==> src/rtl/voice_allocator_if.sv <==
// Command channel into the voice allocator: note on/off requests from the register file.
// A command transfers on a rising clk edge where cmd_valid and cmd_ready are both 1. The
// master holds cmd_on/cmd_note/cmd_step stable while cmd_valid is high and ready is low.
interface voice_allocator_if;
  logic        cmd_valid;
  logic        cmd_ready;
  logic        cmd_on;
  logic [6:0]  cmd_note;
  logic [31:0] cmd_step;

  modport master (output cmd_valid, cmd_on, cmd_note, cmd_step, input cmd_ready);
  modport slave  (input cmd_valid, cmd_on, cmd_note, cmd_step, output cmd_ready);
endinterface

==> src/rtl/voice_allocator.sv <==
// Polyphonic voice scheduler: maps note on/off commands onto NUM_VOICES DDS slots.
// Build macro VOICE_STEAL_EN: when defined, a full allocator steals the oldest voice; otherwise the note is dropped.
module voice_allocator #(
  parameter int NUM_VOICES = 4,
  parameter int AGE_W      = 8
) (
  input  logic                     clk,
  input  logic                     rst_n,
  input  logic                     sample_tick,
  voice_allocator_if.slave         cmd,
  output logic [32*NUM_VOICES-1:0] voice_step,
  output logic [7*NUM_VOICES-1:0]  voice_note,
  output logic [NUM_VOICES-1:0]    voice_gate,
  output logic [NUM_VOICES-1:0]    voice_trig,
  output logic                     drop_pulse,
  output logic [3:0]               active_count,
  output logic [2:0]               dbg_state_o
);
  localparam int IDX_W = $clog2(NUM_VOICES);
  typedef logic [IDX_W-1:0] idx_t;
  localparam idx_t LAST_IDX = idx_t'(NUM_VOICES - 1);

  typedef enum logic [2:0] {
    ST_IDLE   = 3'd0,
    ST_SCAN   = 3'd1,
    ST_COMMIT = 3'd2
`ifdef VOICE_STEAL_EN
    , ST_STEAL_MUTE = 3'd3,
    ST_WAIT_TICK    = 3'd4
`endif
  } state_e;

  state_e           state_q, state_d;
  idx_t             scan_idx_q, scan_idx_d, tgt_idx_q, tgt_idx_d;
  idx_t             ret_idx_q, ret_idx_d, free_idx_q, free_idx_d;
  logic             ret_hit_q, ret_hit_d, free_hit_q, free_hit_d;
  logic             lat_on_q, lat_on_d;
  logic [6:0]       lat_note_q, lat_note_d;
  logic [31:0]      lat_step_q, lat_step_d;
  logic [31:0]      step_q [NUM_VOICES];
  logic [31:0]      step_d [NUM_VOICES];
  logic [6:0]       note_q [NUM_VOICES];
  logic [6:0]       note_d [NUM_VOICES];
  logic [AGE_W-1:0] age_q  [NUM_VOICES];
  logic [AGE_W-1:0] age_d  [NUM_VOICES];
  logic [NUM_VOICES-1:0] gate_q, gate_d, trig_q, trig_d;
  logic             drop_q, drop_d, ready_q, ready_d;
  logic [3:0]       cnt_q, cnt_d;
  logic             cur_gate, cur_ret, cur_free;

`ifdef VOICE_STEAL_EN
  idx_t             old_idx_q, old_idx_d;
  logic [AGE_W-1:0] old_age_q, old_age_d;
  logic             cur_old;
  // Strict compare keeps the lowest index on equal ages; voice 0 is the default victim.
  assign cur_old = cur_gate && (age_q[scan_idx_q] > old_age_q);
`else
  logic tick_unused;
  assign tick_unused = sample_tick;
`endif

  assign cur_gate = gate_q[scan_idx_q];
  assign cur_ret  = cur_gate && (note_q[scan_idx_q] == lat_note_q);
  assign cur_free = !cur_gate;

  always_comb begin
    state_d    = state_q;
    scan_idx_d = scan_idx_q;
    tgt_idx_d  = tgt_idx_q;
    ret_idx_d  = ret_idx_q;
    free_idx_d = free_idx_q;
    ret_hit_d  = ret_hit_q;
    free_hit_d = free_hit_q;
    lat_on_d   = lat_on_q;
    lat_note_d = lat_note_q;
    lat_step_d = lat_step_q;
    step_d     = step_q;
    note_d     = note_q;
    age_d      = age_q;
    gate_d     = gate_q;
    trig_d     = '0;
    drop_d     = 1'b0;
`ifdef VOICE_STEAL_EN
    old_idx_d  = old_idx_q;
    old_age_d  = old_age_q;
`endif
    case (state_q)
      ST_IDLE: begin
        if (cmd.cmd_valid && ready_q) begin
          lat_on_d   = cmd.cmd_on;
          lat_note_d = cmd.cmd_note;
          lat_step_d = cmd.cmd_step;
          scan_idx_d = '0;
          ret_hit_d  = 1'b0;
          free_hit_d = 1'b0;
`ifdef VOICE_STEAL_EN
          old_idx_d  = '0;
          old_age_d  = '0;
`endif
          state_d    = ST_SCAN;
        end
      end
      ST_SCAN: begin
        if (lat_on_q) begin
          if (cur_ret && !ret_hit_q) begin
            ret_hit_d = 1'b1;
            ret_idx_d = scan_idx_q;
          end
          if (cur_free && !free_hit_q) begin
            free_hit_d = 1'b1;
            free_idx_d = scan_idx_q;
          end
`ifdef VOICE_STEAL_EN
          if (cur_old) begin
            old_idx_d = scan_idx_q;
            old_age_d = age_q[scan_idx_q];
          end
`endif
        end else if (cur_ret) begin
          gate_d[scan_idx_q] = 1'b0;
        end
        // Final decision sees this cycle's candidate updates through the _d values.
        if (scan_idx_q == LAST_IDX) begin
          if (!lat_on_q) begin
            state_d = ST_IDLE;
          end else if (ret_hit_d) begin
            tgt_idx_d = ret_idx_d;
            state_d   = ST_COMMIT;
          end else if (free_hit_d) begin
            tgt_idx_d = free_idx_d;
            state_d   = ST_COMMIT;
          end else begin
`ifdef VOICE_STEAL_EN
            tgt_idx_d = old_idx_d;
            state_d   = ST_STEAL_MUTE;
`else
            drop_d    = 1'b1;
            state_d   = ST_IDLE;
`endif
          end
        end else begin
          scan_idx_d = scan_idx_q + idx_t'(1);
        end
      end
`ifdef VOICE_STEAL_EN
      ST_STEAL_MUTE: begin
        gate_d[tgt_idx_q] = 1'b0;
        state_d           = ST_WAIT_TICK;
      end
      ST_WAIT_TICK: begin
        if (sample_tick) state_d = ST_COMMIT;
      end
`endif
      ST_COMMIT: begin
        for (int i = 0; i < NUM_VOICES; i++) begin
          if (idx_t'(i) == tgt_idx_q) begin
            step_d[i] = lat_step_q;
            note_d[i] = lat_note_q;
            gate_d[i] = 1'b1;
            age_d[i]  = '0;
            trig_d[i] = 1'b1;
          end else if (gate_q[i] && (age_q[i] != {AGE_W{1'b1}})) begin
            age_d[i] = age_q[i] + AGE_W'(1);
          end
        end
        state_d = ST_IDLE;
      end
      default: state_d = ST_IDLE;
    endcase

    ready_d = (state_d == ST_IDLE);
    cnt_d   = '0;
    for (int i = 0; i < NUM_VOICES; i++) cnt_d = cnt_d + 4'(gate_q[i]);
  end

  always_ff @(posedge clk) begin
    if (!rst_n) begin
      state_q    <= ST_IDLE;
      scan_idx_q <= '0;
      tgt_idx_q  <= '0;
      ret_idx_q  <= '0;
      free_idx_q <= '0;
      ret_hit_q  <= 1'b0;
      free_hit_q <= 1'b0;
      lat_on_q   <= 1'b0;
      lat_note_q <= '0;
      lat_step_q <= '0;
      for (int i = 0; i < NUM_VOICES; i++) begin
        step_q[i] <= '0;
        note_q[i] <= '0;
        age_q[i]  <= '0;
      end
      gate_q     <= '0;
      trig_q     <= '0;
      drop_q     <= 1'b0;
      ready_q    <= 1'b0;
      cnt_q      <= '0;
`ifdef VOICE_STEAL_EN
      old_idx_q  <= '0;
      old_age_q  <= '0;
`endif
    end else begin
      state_q    <= state_d;
      scan_idx_q <= scan_idx_d;
      tgt_idx_q  <= tgt_idx_d;
      ret_idx_q  <= ret_idx_d;
      free_idx_q <= free_idx_d;
      ret_hit_q  <= ret_hit_d;
      free_hit_q <= free_hit_d;
      lat_on_q   <= lat_on_d;
      lat_note_q <= lat_note_d;
      lat_step_q <= lat_step_d;
      step_q     <= step_d;
      note_q     <= note_d;
      age_q      <= age_d;
      gate_q     <= gate_d;
      trig_q     <= trig_d;
      drop_q     <= drop_d;
      ready_q    <= ready_d;
      cnt_q      <= cnt_d;
`ifdef VOICE_STEAL_EN
      old_idx_q  <= old_idx_d;
      old_age_q  <= old_age_d;
`endif
    end
  end

  for (genvar g = 0; g < NUM_VOICES; g++) begin : g_pack
    assign voice_step[32*g +: 32] = step_q[g];
    assign voice_note[7*g +: 7]   = note_q[g];
  end

  assign voice_gate    = gate_q;
  assign voice_trig    = trig_q;
  assign drop_pulse    = drop_q;
  assign active_count  = cnt_q;
  assign cmd.cmd_ready = ready_q;
  assign dbg_state_o   = state_q;
endmodule
==> src/flat_wrapper.sv <==
// flat-port wrapper written by rule: the top's interface ports become plain ports
module voice_allocator_flat 
#(
  parameter int NUM_VOICES = 4,
  parameter int AGE_W      = 8
)
  (clk, rst_n, sample_tick, voice_step, voice_note, voice_gate, voice_trig, drop_pulse, active_count, dbg_state_o, cmd_cmd_valid, cmd_cmd_on, cmd_cmd_note, cmd_cmd_step, cmd_cmd_ready);
  voice_allocator_if cmd_i ();
  input  logic clk;
  input  logic rst_n;
  input  logic sample_tick;
  output logic [32*NUM_VOICES-1:0] voice_step;
  output logic [7*NUM_VOICES-1:0] voice_note;
  output logic [NUM_VOICES-1:0] voice_gate;
  output logic [NUM_VOICES-1:0] voice_trig;
  output logic drop_pulse;
  output logic [3:0] active_count;
  output logic [2:0] dbg_state_o;
  input wire logic [$bits(cmd_i.cmd_valid)-1:0] cmd_cmd_valid;
  input wire logic [$bits(cmd_i.cmd_on)-1:0] cmd_cmd_on;
  input wire logic [$bits(cmd_i.cmd_note)-1:0] cmd_cmd_note;
  input wire logic [$bits(cmd_i.cmd_step)-1:0] cmd_cmd_step;
  output wire logic [$bits(cmd_i.cmd_ready)-1:0] cmd_cmd_ready;
  assign cmd_i.cmd_valid = cmd_cmd_valid;
  assign cmd_i.cmd_on = cmd_cmd_on;
  assign cmd_i.cmd_note = cmd_cmd_note;
  assign cmd_i.cmd_step = cmd_cmd_step;
  assign cmd_cmd_ready = cmd_i.cmd_ready;
  voice_allocator #(.NUM_VOICES(NUM_VOICES), .AGE_W(AGE_W)) u_core (.clk(clk), .rst_n(rst_n), .sample_tick(sample_tick), .cmd(cmd_i), .voice_step(voice_step), .voice_note(voice_note), .voice_gate(voice_gate), .voice_trig(voice_trig), .drop_pulse(drop_pulse), .active_count(active_count), .dbg_state_o(dbg_state_o));
endmodule
==> config.mk <==
export PLATFORM = sky130hd
export DESIGN_NAME = voice_allocator_flat
export DESIGN_NICKNAME = d
export VERILOG_FILES = /design/src/rtl/voice_allocator_if.sv /design/src/rtl/voice_allocator.sv /design/src/flat_wrapper.sv
export SDC_FILE = /design/constraint.sdc
export NUM_CORES = 1
export LEC_CHECK = 0
export BUFFER_PORTS_ARGS = -buffer_cell sky130_fd_sc_hd__buf_2
export CORE_UTILIZATION = 50
export CTS_BUF_LIST = sky130_fd_sc_hd__clkbuf_4 sky130_fd_sc_hd__clkbuf_8
export DETAILED_ROUTE_END_ITERATION = 16
export PLACE_DENSITY = 0.77
export SYNTH_ARGS = -nofsm -noshare
export SYNTH_HDL_FRONTEND = slang
export SYNTH_SLANG_ARGS = --single-unit
==> constraint.sdc <==
create_clock -name clk -period 3.82 [get_ports clk]
set_input_delay 1.146 -clock clk [delete_from_list [all_inputs] [get_ports clk]]
set_output_delay 1.146 -clock clk [all_outputs]
set_load 0.05 [all_outputs]
==> run_results.csv, run 1 <==
group,metric,value,unit
placement,hpwlAfterDp,14600,µm
clock_tree,cts_resized,0,
power,ir_drop,0.278,mV
yosys,ys_ff_latch,222,
cells_and_area,drive_gt1_share,25.4,%
timing,finalClockSkew,28.7,ps
detailed_routing,routed_wl,23200,µm
timing,slew_headroom,17.5,%
critical_path,crit_fanout,14,
floorplan,initial_utilization,51.5,%
critical_path,crit_required,4230,ps
clock_tree,cts_tree,"built",
yosys,syn_area,8570,µm²
grt,grt_pass1_vias,7187,
critical_path,cp-end-kind,"flop",
yosys,syn_avg_cell_area,8.59,µm²
critical_path,start_kind,"flop",
placement,pre_cts_slack,943,ps
timing,hold_violations,0,
grt,globalRoute.totalOverflow,0,
clock_tree,cts_buffer_depth,3,
floorplan,io_pins,217,
clock_tree,cts_hold_buffers,0,
floorplan,core-area,16600,µm²
cells_and_area,layout.nets,1249,
timing,setup_violations,0,
cells_and_area,layout_common_cells,"nand2_1 (409), dfxtp_1 (222), buf_2 (213)",
detailed_routing,drtAntennaViolNets,0,
placement,place_area,9790,µm²
detailed_routing,post_drt_wl_per_cell,16.1,µm
grt,grt.total_usage,26.4,%
yosys,ys_async_sr_fraction,0,%
timing,period_share,75.8,%
power,cellLeakagePower,0.00433,µW
yosys,synth_area_leaders,"dfxtp_1 (52%), nand2_1 (18%), a21boi_0 (18%)",
timing,tightest_slew,1230,ps
clock_tree,insertion_delay,530,ps
detailed_routing,viasPerCell,5.12,
clock_tree,cts-buffers-inserted,39,
yosys,synth_cell_types,35,
floorplan,die_w,133,µm
floorplan,placementRows,47,
floorplan,dieArea,17700,µm²
clock_tree,clock-sinks,222,
run,cap_violations,0,
critical_path,worstSetupPathType,"flop to flop",
timing,final-max-slew-violation-count,0,
grt,grt_max_degree,91,
detailed_routing,vias,7410,
yosys,yosysTopAreaCell,"dfxtp_1",
critical_path,critPathArrivalTime,3310,ps
timing,fmax,0.346,GHz
yosys,synth_warnings,0,
yosys,synthCells,998,
cells_and_area,fillers,1417,
power,power.density,455,nW/µm²
detailed_routing,drc,0,
worst_hold_path,min_path_type,"flop to flop",
grt,grt_pass1_wl,37000,µm
placement,portBuffers,214,
yosys,synthFlopType,"dfxtp_1",
yosys,synth-edff-count,0,
run_status,status,"complete, no violations",
detailed_routing,first_iter_violations,338,
floorplan,die_y,133,µm
timing,setup-tns-final,0,ps
cells_and_area,layout_commonest_cell,"nand2_1",
timing,period_needed,2890,ps
clock_tree,post_cts_buffers,0,
yosys,yosysTopAreaCellShare,51.9,%
cells_and_area,final_cell_area,10700,µm²
placement,place_congestion,0.774,
cells_and_area,syn2layout_area_growth,24.5,%
timing,rsz0062_at_grt,"false",
clock_tree,ctsRootBufferMaster,"clkbuf_8",
detailed_routing,drtPass1Iterations,5,
clock_tree,clk_pin_slew,60,ps
grt,antenna_found_initial,1,
yosys,seq_area_frac_synth,51.9,%
clock_tree,h-tree-depth,2,
timing,setup_slack,926,ps
[path summary, 6_finish.rpt]
| kind | start | endpoint | slack (ps) | depth (start not counted) |
|---|---|---|---|---|
| max | u_core.scan_idx_q[1]$_SDFFE_PN0P_ | u_core.tgt_idx_q[0]$_SDFFE_PN0P_ | 930 | 6 |
| max reg2reg | u_core.scan_idx_q[1]$_SDFFE_PN0P_ | u_core.tgt_idx_q[0]$_SDFFE_PN0P_ | 930 | 6 |
| min | u_core.voice_step[6]$_SDFFE_PN0P_ | u_core.voice_step[6]$_SDFFE_PN0P_ | 460 | 2 |
| min reg2reg | u_core.voice_step[6]$_SDFFE_PN0P_ | u_core.voice_step[6]$_SDFFE_PN0P_ | 460 | 2 |
[state kept, by name, indices dropped and copies added, names as in the netlist, 2 cells and up]
register	cells
u_core.voice_step	128
u_core.lat_step_q	32
u_core.voice_note	28
u_core.lat_note_q	7
u_core.voice_gate	4
u_core.voice_trig	4
u_core.active_count	3
u_core.dbg_state_o	3
u_core.free_idx_q	2
u_core.ret_idx_q	2
u_core.scan_idx_q	2
u_core.tgt_idx_q	2
[per-layer routing]
| metal | vias up | track usage [%] | share of wire, % |
|---|---|---|---|
| met1 | 3472 | 33.0 | 44 |
| met3 | 40 | 5.40 | 5.5 |
| li1 | 3665 | - | - |
| met4 | 0 | 12.3 | 2.8 |
| met2 | 233 | 43.6 | 48 |
| met5 | - | 0 | 0 |
[Yosys cell counts, drive strengths merged, types with 2 or more instances]
master and n:
nor2 11, and4 2, inv 3, ha 6, xnor2 7, mux2i 2, a21oi 3, a21boi 204
a221o 2, nand3 4, and2 8, o21a 4, mux4 8, buf 5, nand2 411, o21ai 5
nor3 5, clkbuf 66, nor2b 4, dfxtp 222, a31o 2, nand4 5
[through the flow]
| step | util [%] | instances | total power (µW) | hold WS (ps) |
|---|---|---|---|---|
| floorplan | - | 999 | 2490 | 435 |
| global placement | 58.8 | 1377 | 2540 | 446 |
| detailed placement | 58.8 | 1377 | 2540 | 450 |
| CTS | 64.1 | 1447 | 4900 | 461 |
| global route | 64.1 | 1448 | 5030 | 482 |
| finish | 64.1 | 1448 | 4860 | 460 |
[logic make-up (layout without fill, tap and decap cells)]
family / count (synthesis) / after routing / share of synthesized area [%]
AOI/OAI and AO/OA: 221 / 221 / 19.2
xor gates and xnor gates: 7 / 7 / 0.715
adders and majority gates: 7 / 7 / 1.11
buffers and inverters: 74 / 302 / 3.56
DFF: 222 / 222 / 51.9
muxes: 10 / 10 / 2.56
other: 1 / 3 / 0.0438
and+or+nand+nor: 456 / 456 / 20.9
[critical path, cell delays in order, from the launching register on]
cell and delay, ps:
dfxtp_1 720, mux4_1 650, xnor2_1 220, nand2_1 80, or3_1 500, a31o_1 260, a221o_1 330
[power by group]
group	internal, µW	switching, µW
Combinational	60.4	75.9
Sequential	2330	22.0
Clock	1430	941
Total	3820	1040
[layout make-up]
class                           count  area, µm²  area share (%)
Timing Repair Buffer              229       1200            11.2
Sequential cell                   222       4440            41.7
Inverter                            3       11.3           0.106
Antenna cell                        1       2.50          0.0235
Multi-Input combinational cell    703       3860            36.2
Tap cell                          220        275            2.58
Clock buffer                       66        827            7.75
Clock inverter                      4       45.0           0.422
(Power assumes the default switching activity.)
==> run 2, diff against run 1 <==
Clock period 3.82 ns to 2.7 ns, I/O delays scaled along.
==> run_results.csv, run 2 (same netlist as run 1, synthesis figures left out) <==
group,metric,value,unit
placement,hpwlAfterDp,14800,µm
clock_tree,cts-buffers-inserted,37,
grt,antenna_found_initial,0,
detailed_routing,vias,7425,
grt,grt.total_usage,25.8,%
critical_path,critPathArrivalTime,2950,ps
grt,grt_pass1_wl,36300,µm
floorplan,io_pins,217,
critical_path,worst_r2r_startpoint,"u_core.scan_idx_q[0]$_SDFFE_PN0P_",
placement,place_inst,1384,
grt,globalRoute.totalOverflow,0,
timing,setup_violations,0,
placement,portBuffers,214,
cells_and_area,final-instance-count-excl-fill,1447,
detailed_routing,post_drt_wl_per_cell,15.8,µm
floorplan,placementRows,47,
timing,period_needed,2540,ps
clock_tree,cts_hold_buffers,0,
clock_tree,clock-sinks,222,
detailed_routing,routed_wl,22800,µm
floorplan,die_w,133,µm
power,ir_drop,0.422,mV
clock_tree,clk_pin_slew,60,ps
timing,period_share,94.2,%
placement,place_congestion,0.813,
detailed_routing,drc,0,
critical_path,r2r_end,"u_core.tgt_idx_q[0]$_SDFFE_PN0P_",
grt,grt_max_degree,114,
timing,tightest_slew,662,ps
cells_and_area,layout_commonest_cell,"nand2_1",
grt,grt_pass1_vias,6947,
timing,hold_violations,0,
timing,setup-tns-final,0,ps
floorplan,dieArea,17700,µm²
critical_path,start_kind,"flop",
clock_tree,cts_buffer_depth,3,
run,cap_violations,0,
clock_tree,h-tree-depth,2,
timing,finalClockSkew,17.2,ps
clock_tree,cts_tree,"built",
critical_path,crit_required,3110,ps
critical_path,cp-end-kind,"flop",
detailed_routing,viasPerCell,5.13,
floorplan,initial_utilization,51.5,%
cells_and_area,largest_reg_flops,128,
run_status,status,"complete, no violations",
cells_and_area,antenna_cells,0,
cells_and_area,layout.nets,1254,
floorplan,core-area,16600,µm²
critical_path,rrSetupSlack,160,ps
critical_path,crit_fanout,10,
detailed_routing,drtPass1Iterations,4,
clock_tree,ctsRootBufferMaster,"clkbuf_8",
placement,pre_cts_slack,39.1,ps
timing,slew_headroom,55.8,%
cells_and_area,fillers,1434,
worst_hold_path,hold_path.startpoint,"u_core.voice_step[93]$_SDFFE_PN0P_",
worst_hold_path,min_to,"u_core.voice_step[93]$_SDFFE_PN0P_",
worst_hold_path,whs_path_depth,2,
critical_path,worstSetupPathType,"flop to flop",
power,power.density,618,nW/µm²
timing,fmax,0.393,GHz
cells_and_area,final_cell_area,10700,µm²
critical_path,ff2ff_path_depth,6,
power,power,6590,µW
timing,final-max-slew-violation-count,0,
cells_and_area,drive_gt1_share,25.6,%
clock_tree,insertion_delay,520,ps
worst_hold_path,min_path_type,"flop to flop",
timing,rsz0062_at_grt,"false",
cells_and_area,syn2layout_area_growth,24.4,%
cells_and_area,layout_common_cells,"nand2_1 (409), dfxtp_1 (221), buf_2 (213)",
floorplan,die_y,133,µm
detailed_routing,drtAntennaViolNets,0,
power,cellLeakagePower,0.00433,µW
timing,setup_slack,157,ps
detailed_routing,first_iter_violations,415,
placement,place_area,9870,µm²
[run 2: changes by cell type in the layout (fill, tap and decap cells not counted), sizes merged]
cell | before | now
clkinvlp | 0 | 1
diode | 1 | 0
clkbuf | 66 | 59
buf | 229 | 236
bufinv | 1 | 0
[run 2: where the power goes]
group | internal [µW] | switching [µW]
sequential | 3300 | 30.3
combinational | 86.4 | 107
clock | 1780 | 1290
total | 5170 | 1430
[run 2: per-stage QoR]
step,util (%),hold WS (ps)
after detailed placement,59.3,452
after global routing,64.0,477
after global placement,59.3,447
final,64.0,455
after floorplan,-,435
after CTS,64.0,460
[run 2: repair_timing]
item                                   in CTS  in global routing
resized for setup                           0                  2
setup endpoints to repair                   0                  4
endpoints found under the hold margin       0                  0
setup buffers                               0                  0
[run 2: worst max-delay path by stage]
stage	start	endpoint	slack [ps]	cells after the start
2_1_floorplan	u_core.scan_idx_q[1]$_SDFFE_PN0P_	u_core.tgt_idx_q[0]$_SDFFE_PN0P_	240	8
3_3_place_gp	u_core.scan_idx_q[1]$_SDFFE_PN0P_	u_core.tgt_idx_q[0]$_SDFFE_PN0P_	50	6
3_5_place_dp	u_core.scan_idx_q[1]$_SDFFE_PN0P_	u_core.tgt_idx_q[0]$_SDFFE_PN0P_	40	6
4_1_cts	u_core.scan_idx_q[1]$_SDFFE_PN0P_	u_core.tgt_idx_q[0]$_SDFFE_PN0P_	30	6
5_1_grt	u_core.scan_idx_q[0]$_SDFFE_PN0P_	u_core.tgt_idx_q[0]$_SDFFE_PN0P_	50	6
6_report	u_core.scan_idx_q[0]$_SDFFE_PN0P_	u_core.tgt_idx_q[0]$_SDFFE_PN0P_	160	6
[run 2: layout make-up]
type                       count  area [µm²]  share of cell area [%]
multi-input combinational    703        3870                    36.3
timing repair buffer         236        1280                    12.0
sequential                   222        4450                    41.7
tap                          220         275                    2.58
inverter                       3        11.3                   0.106
clock buffer                  59         762                    7.15
clock inverter                 4        22.5                   0.211
[run 2: worst max-delay path: stages, from the launching register on]
cell	delay, ps
dfxtp_1	450
mux4_1	610
xnor2_1	190
nand4_1	160
or3_4	480
a31o_1	220
a221o_1	330
[run 2: layer usage]
| metal | up-vias | part of all wire [%] | GRT usage (%) | wire (µm) |
|---|---|---|---|---|
| met2 | 221 | 47 | 41.6 | 10800 |
| met3 | 38 | 6.6 | 5.56 | 1500 |
| met4 | 0 | 2.0 | 8.81 | 459 |
| met1 | 3501 | 44 | 34.2 | 10000 |
| li1 | 3665 | - | - | - |
| met5 | - | 0 | 0 | 0 |
==> run 3, diff against run 2 <==
Settings changed: PLACE_DENSITY 0.77 to 0.8.
Clock period 2.7 ns to 2.3 ns, I/O delays scaled along.
==> run_results.csv, run 3 (same netlist as run 1, synthesis figures left out) <==
group,metric,value,unit
timing,tightest_slew,541,ps
critical_path,cp_cell_sequence,"mux4_2 > xnor2_1 > nand4_1 > or3_4 > a31o_1 > a221o_1",
placement,place_congestion,0.862,
clock_tree,cts_tree,"built",
power,p_comb_share,3.0,%
critical_path,critPathArrivalTime,2750,ps
clock_tree,clk_pin_slew,70,ps
grt,grt_pass1_vias,7369,
floorplan,dieArea,17700,µm²
power,power,8060,µW
worst_hold_path,hold_path.startpoint,"cmd_cmd_step[12]",
timing,setup-tns-final,-89.2,ps
critical_path,r2r_end,"u_core.tgt_idx_q[0]$_SDFFE_PN0P_",
placement,hpwlAfterDp,15000,µm
detailed_routing,routed_wl,23400,µm
placement,portBuffers,214,
cells_and_area,final_cell_area,11000,µm²
detailed_routing,drtPass1Iterations,4,
floorplan,initial_utilization,51.5,%
timing,setup_slack,-47.7,ps
clock_tree,post_cts_buffers,0,
floorplan,placementRows,47,
worst_hold_path,min_to,"u_core.lat_step_q[12]$_SDFFE_PN0P_",
power,cellLeakagePower,0.00446,µW
placement,place_area,10000,µm²
power,power.internal,6350,µW
floorplan,core-area,16600,µm²
grt,antenna_found_initial,0,
grt,grt_pass1_wl,37100,µm
detailed_routing,drtAntennaViolNets,0,
timing,slew_headroom,63.9,%
cells_and_area,layout_commonest_cell,"nand2_1",
critical_path,crit_required,2700,ps
worst_hold_path,whs_path_depth,3,
cells_and_area,register_area,4480,µm²
timing,finalClockSkew,26.2,ps
detailed_routing,drc,0,
grt,globalRoute.totalOverflow,0,
floorplan,die_y,133,µm
grt,grt_max_degree,113,
worst_hold_path,min_path_type,"input port to flop",
run_status,status,"complete, but fails checks",
detailed_routing,vias,7644,
power,power.share.switching,21.2,%
power,pwr-share-seq,48.5,%
cells_and_area,syn2layout_area_growth,27.9,%
cells_and_area,multi_input_area,3900,µm²
power,p_switching,1710,µW
critical_path,crit_fanout,6,
power,p_clk_share,48.5,%
clock_tree,h-tree-depth,2,
timing,rsz0062_at_grt,"true",
critical_path,start_kind,"flop",
critical_path,cp_slowest_stage_delay,510,ps
cells_and_area,largest_reg_flops,128,
timing,setup_violations,2,
timing,final-max-slew-violation-count,0,
critical_path,ff2ff_path_depth,6,
clock_tree,cts_hold_buffers,0,
cells_and_area,antenna_cells,0,
floorplan,die_w,133,µm
power,power.density,735,nW/µm²
timing,period_share,102,%
timing,hold_violations,0,
timing,fmax,0.426,GHz
run_status,violations,"setup timing",
cells_and_area,layout_common_cells,"nand2_1 (411), buf_2 (213), a21boi_0 (204)",
grt,grt.total_usage,26.2,%
cells_and_area,layout.nets,1275,
clock_tree,cts-buffers-inserted,38,
critical_path,cp-end-kind,"flop",
critical_path,rrSetupSlack,-50,ps
critical_path,worstSetupPathType,"flop to flop",
detailed_routing,viasPerCell,5.19,
clock_tree,cts_buffer_depth,3,
cells_and_area,drive_gt1_share,29.5,%
floorplan,io_pins,217,
cells_and_area,fillers,1382,
power,ir_drop,0.603,mV
clock_tree,clock-sinks,222,
timing,period_needed,2350,ps
detailed_routing,post_drt_wl_per_cell,15.9,µm
critical_path,cp_slowest_cell,"mux4_2",
detailed_routing,first_iter_violations,440,
run,cap_violations,0,
critical_path,worst_r2r_startpoint,"u_core.scan_idx_q[1]$_SDFFE_PN0P_",
clock_tree,insertion_delay,520,ps
clock_tree,ctsRootBufferMaster,"clkbuf_8",
[run 3: cell types whose count changed in the layout (fill, tap and decap cells not counted), moves of 4 or more]
cell / change
mux4_2: +4
xnor2_2: +4
buf_4: +18
xnor2_1: -4
dfxtp_1: -21
mux4_1: -4
clkbuf_4: +6
dfxtp_2: +19
[run 3: worst max-delay path by stage]
stage | slack, ps | cells after the start | to | start
after floorplan | -40 | 8 | u_core.tgt_idx_q[0]$_SDFFE_PN0P_ | u_core.scan_idx_q[0]$_SDFFE_PN0P_
after global placement | -140 | 6 | u_core.tgt_idx_q[0]$_SDFFE_PN0P_ | u_core.scan_idx_q[0]$_SDFFE_PN0P_
after detailed placement | -160 | 6 | u_core.tgt_idx_q[0]$_SDFFE_PN0P_ | u_core.scan_idx_q[0]$_SDFFE_PN0P_
after CTS | -40 | 6 | u_core.tgt_idx_q[0]$_SDFFE_PN0P_ | u_core.scan_idx_q[0]$_SDFFE_PN0P_
after global routing | -90 | 6 | u_core.tgt_idx_q[0]$_SDFFE_PN0P_ | u_core.scan_idx_q[1]$_SDFFE_PN0P_
final | -50 | 6 | u_core.tgt_idx_q[0]$_SDFFE_PN0P_ | u_core.scan_idx_q[1]$_SDFFE_PN0P_
[run 3: repair_timing]
action                                  in CTS  in global routing
pin swaps                                    6                  5
hold endpoints to repair                     0                  0
resized for setup                            7                  7
endpoints found under the setup margin       6                 10
[run 3: power groups by stage]
stage               logic, µW  registers [µW]  clock network (µW)
floorplan                 139            3990                   0
global placement          240            3990                   0
detailed placement        241            3990                   0
CTS                       243            3910                3970
global route              263            3910                4130
finish                    245            3910                3910
[run 3: layout make-up]
cell class	count	share of cell area, %
Tap cell	220	2.51
Sequential cell	222	40.8
Clock buffer	63	7.11
Timing Repair Buffer	256	13.1
Inverter	3	0.103
Clock inverter	6	0.753
Multi-Input combinational cell	703	35.6
[run 3: critical path: cells and delay by family, from the launching register on]
family | cells | cell delay, ps
AO/OA/AOI/OAI | 2 | 520
AND/OR/NAND/NOR | 2 | 650
flip-flops | 1 | 390
XOR/XNOR | 1 | 170
multiplexers | 1 | 510
[run 3: per-layer routing]
layer	vias up	track usage, %	routed length (µm)
met5	-	0	0
met4	0	10.2	614
met3	52	6.21	1760
met2	270	44.5	11300
met1	3622	32.0	9750
li1	3700	-	-
[run 3: per-stage QoR]
step / utilization [%] / hold slack [ps] / setup slack (ps) / instances
floorplan: - / 435 / -42.1 / 999
global placement: 60.4 / 444 / -141 / 1405
detailed placement: 60.4 / 453 / -161 / 1405
CTS: 65.8 / 393 / -42.4 / 1474
global route: 65.9 / 419 / -89.7 / 1473
finish: 65.9 / 417 / -47.7 / 1473
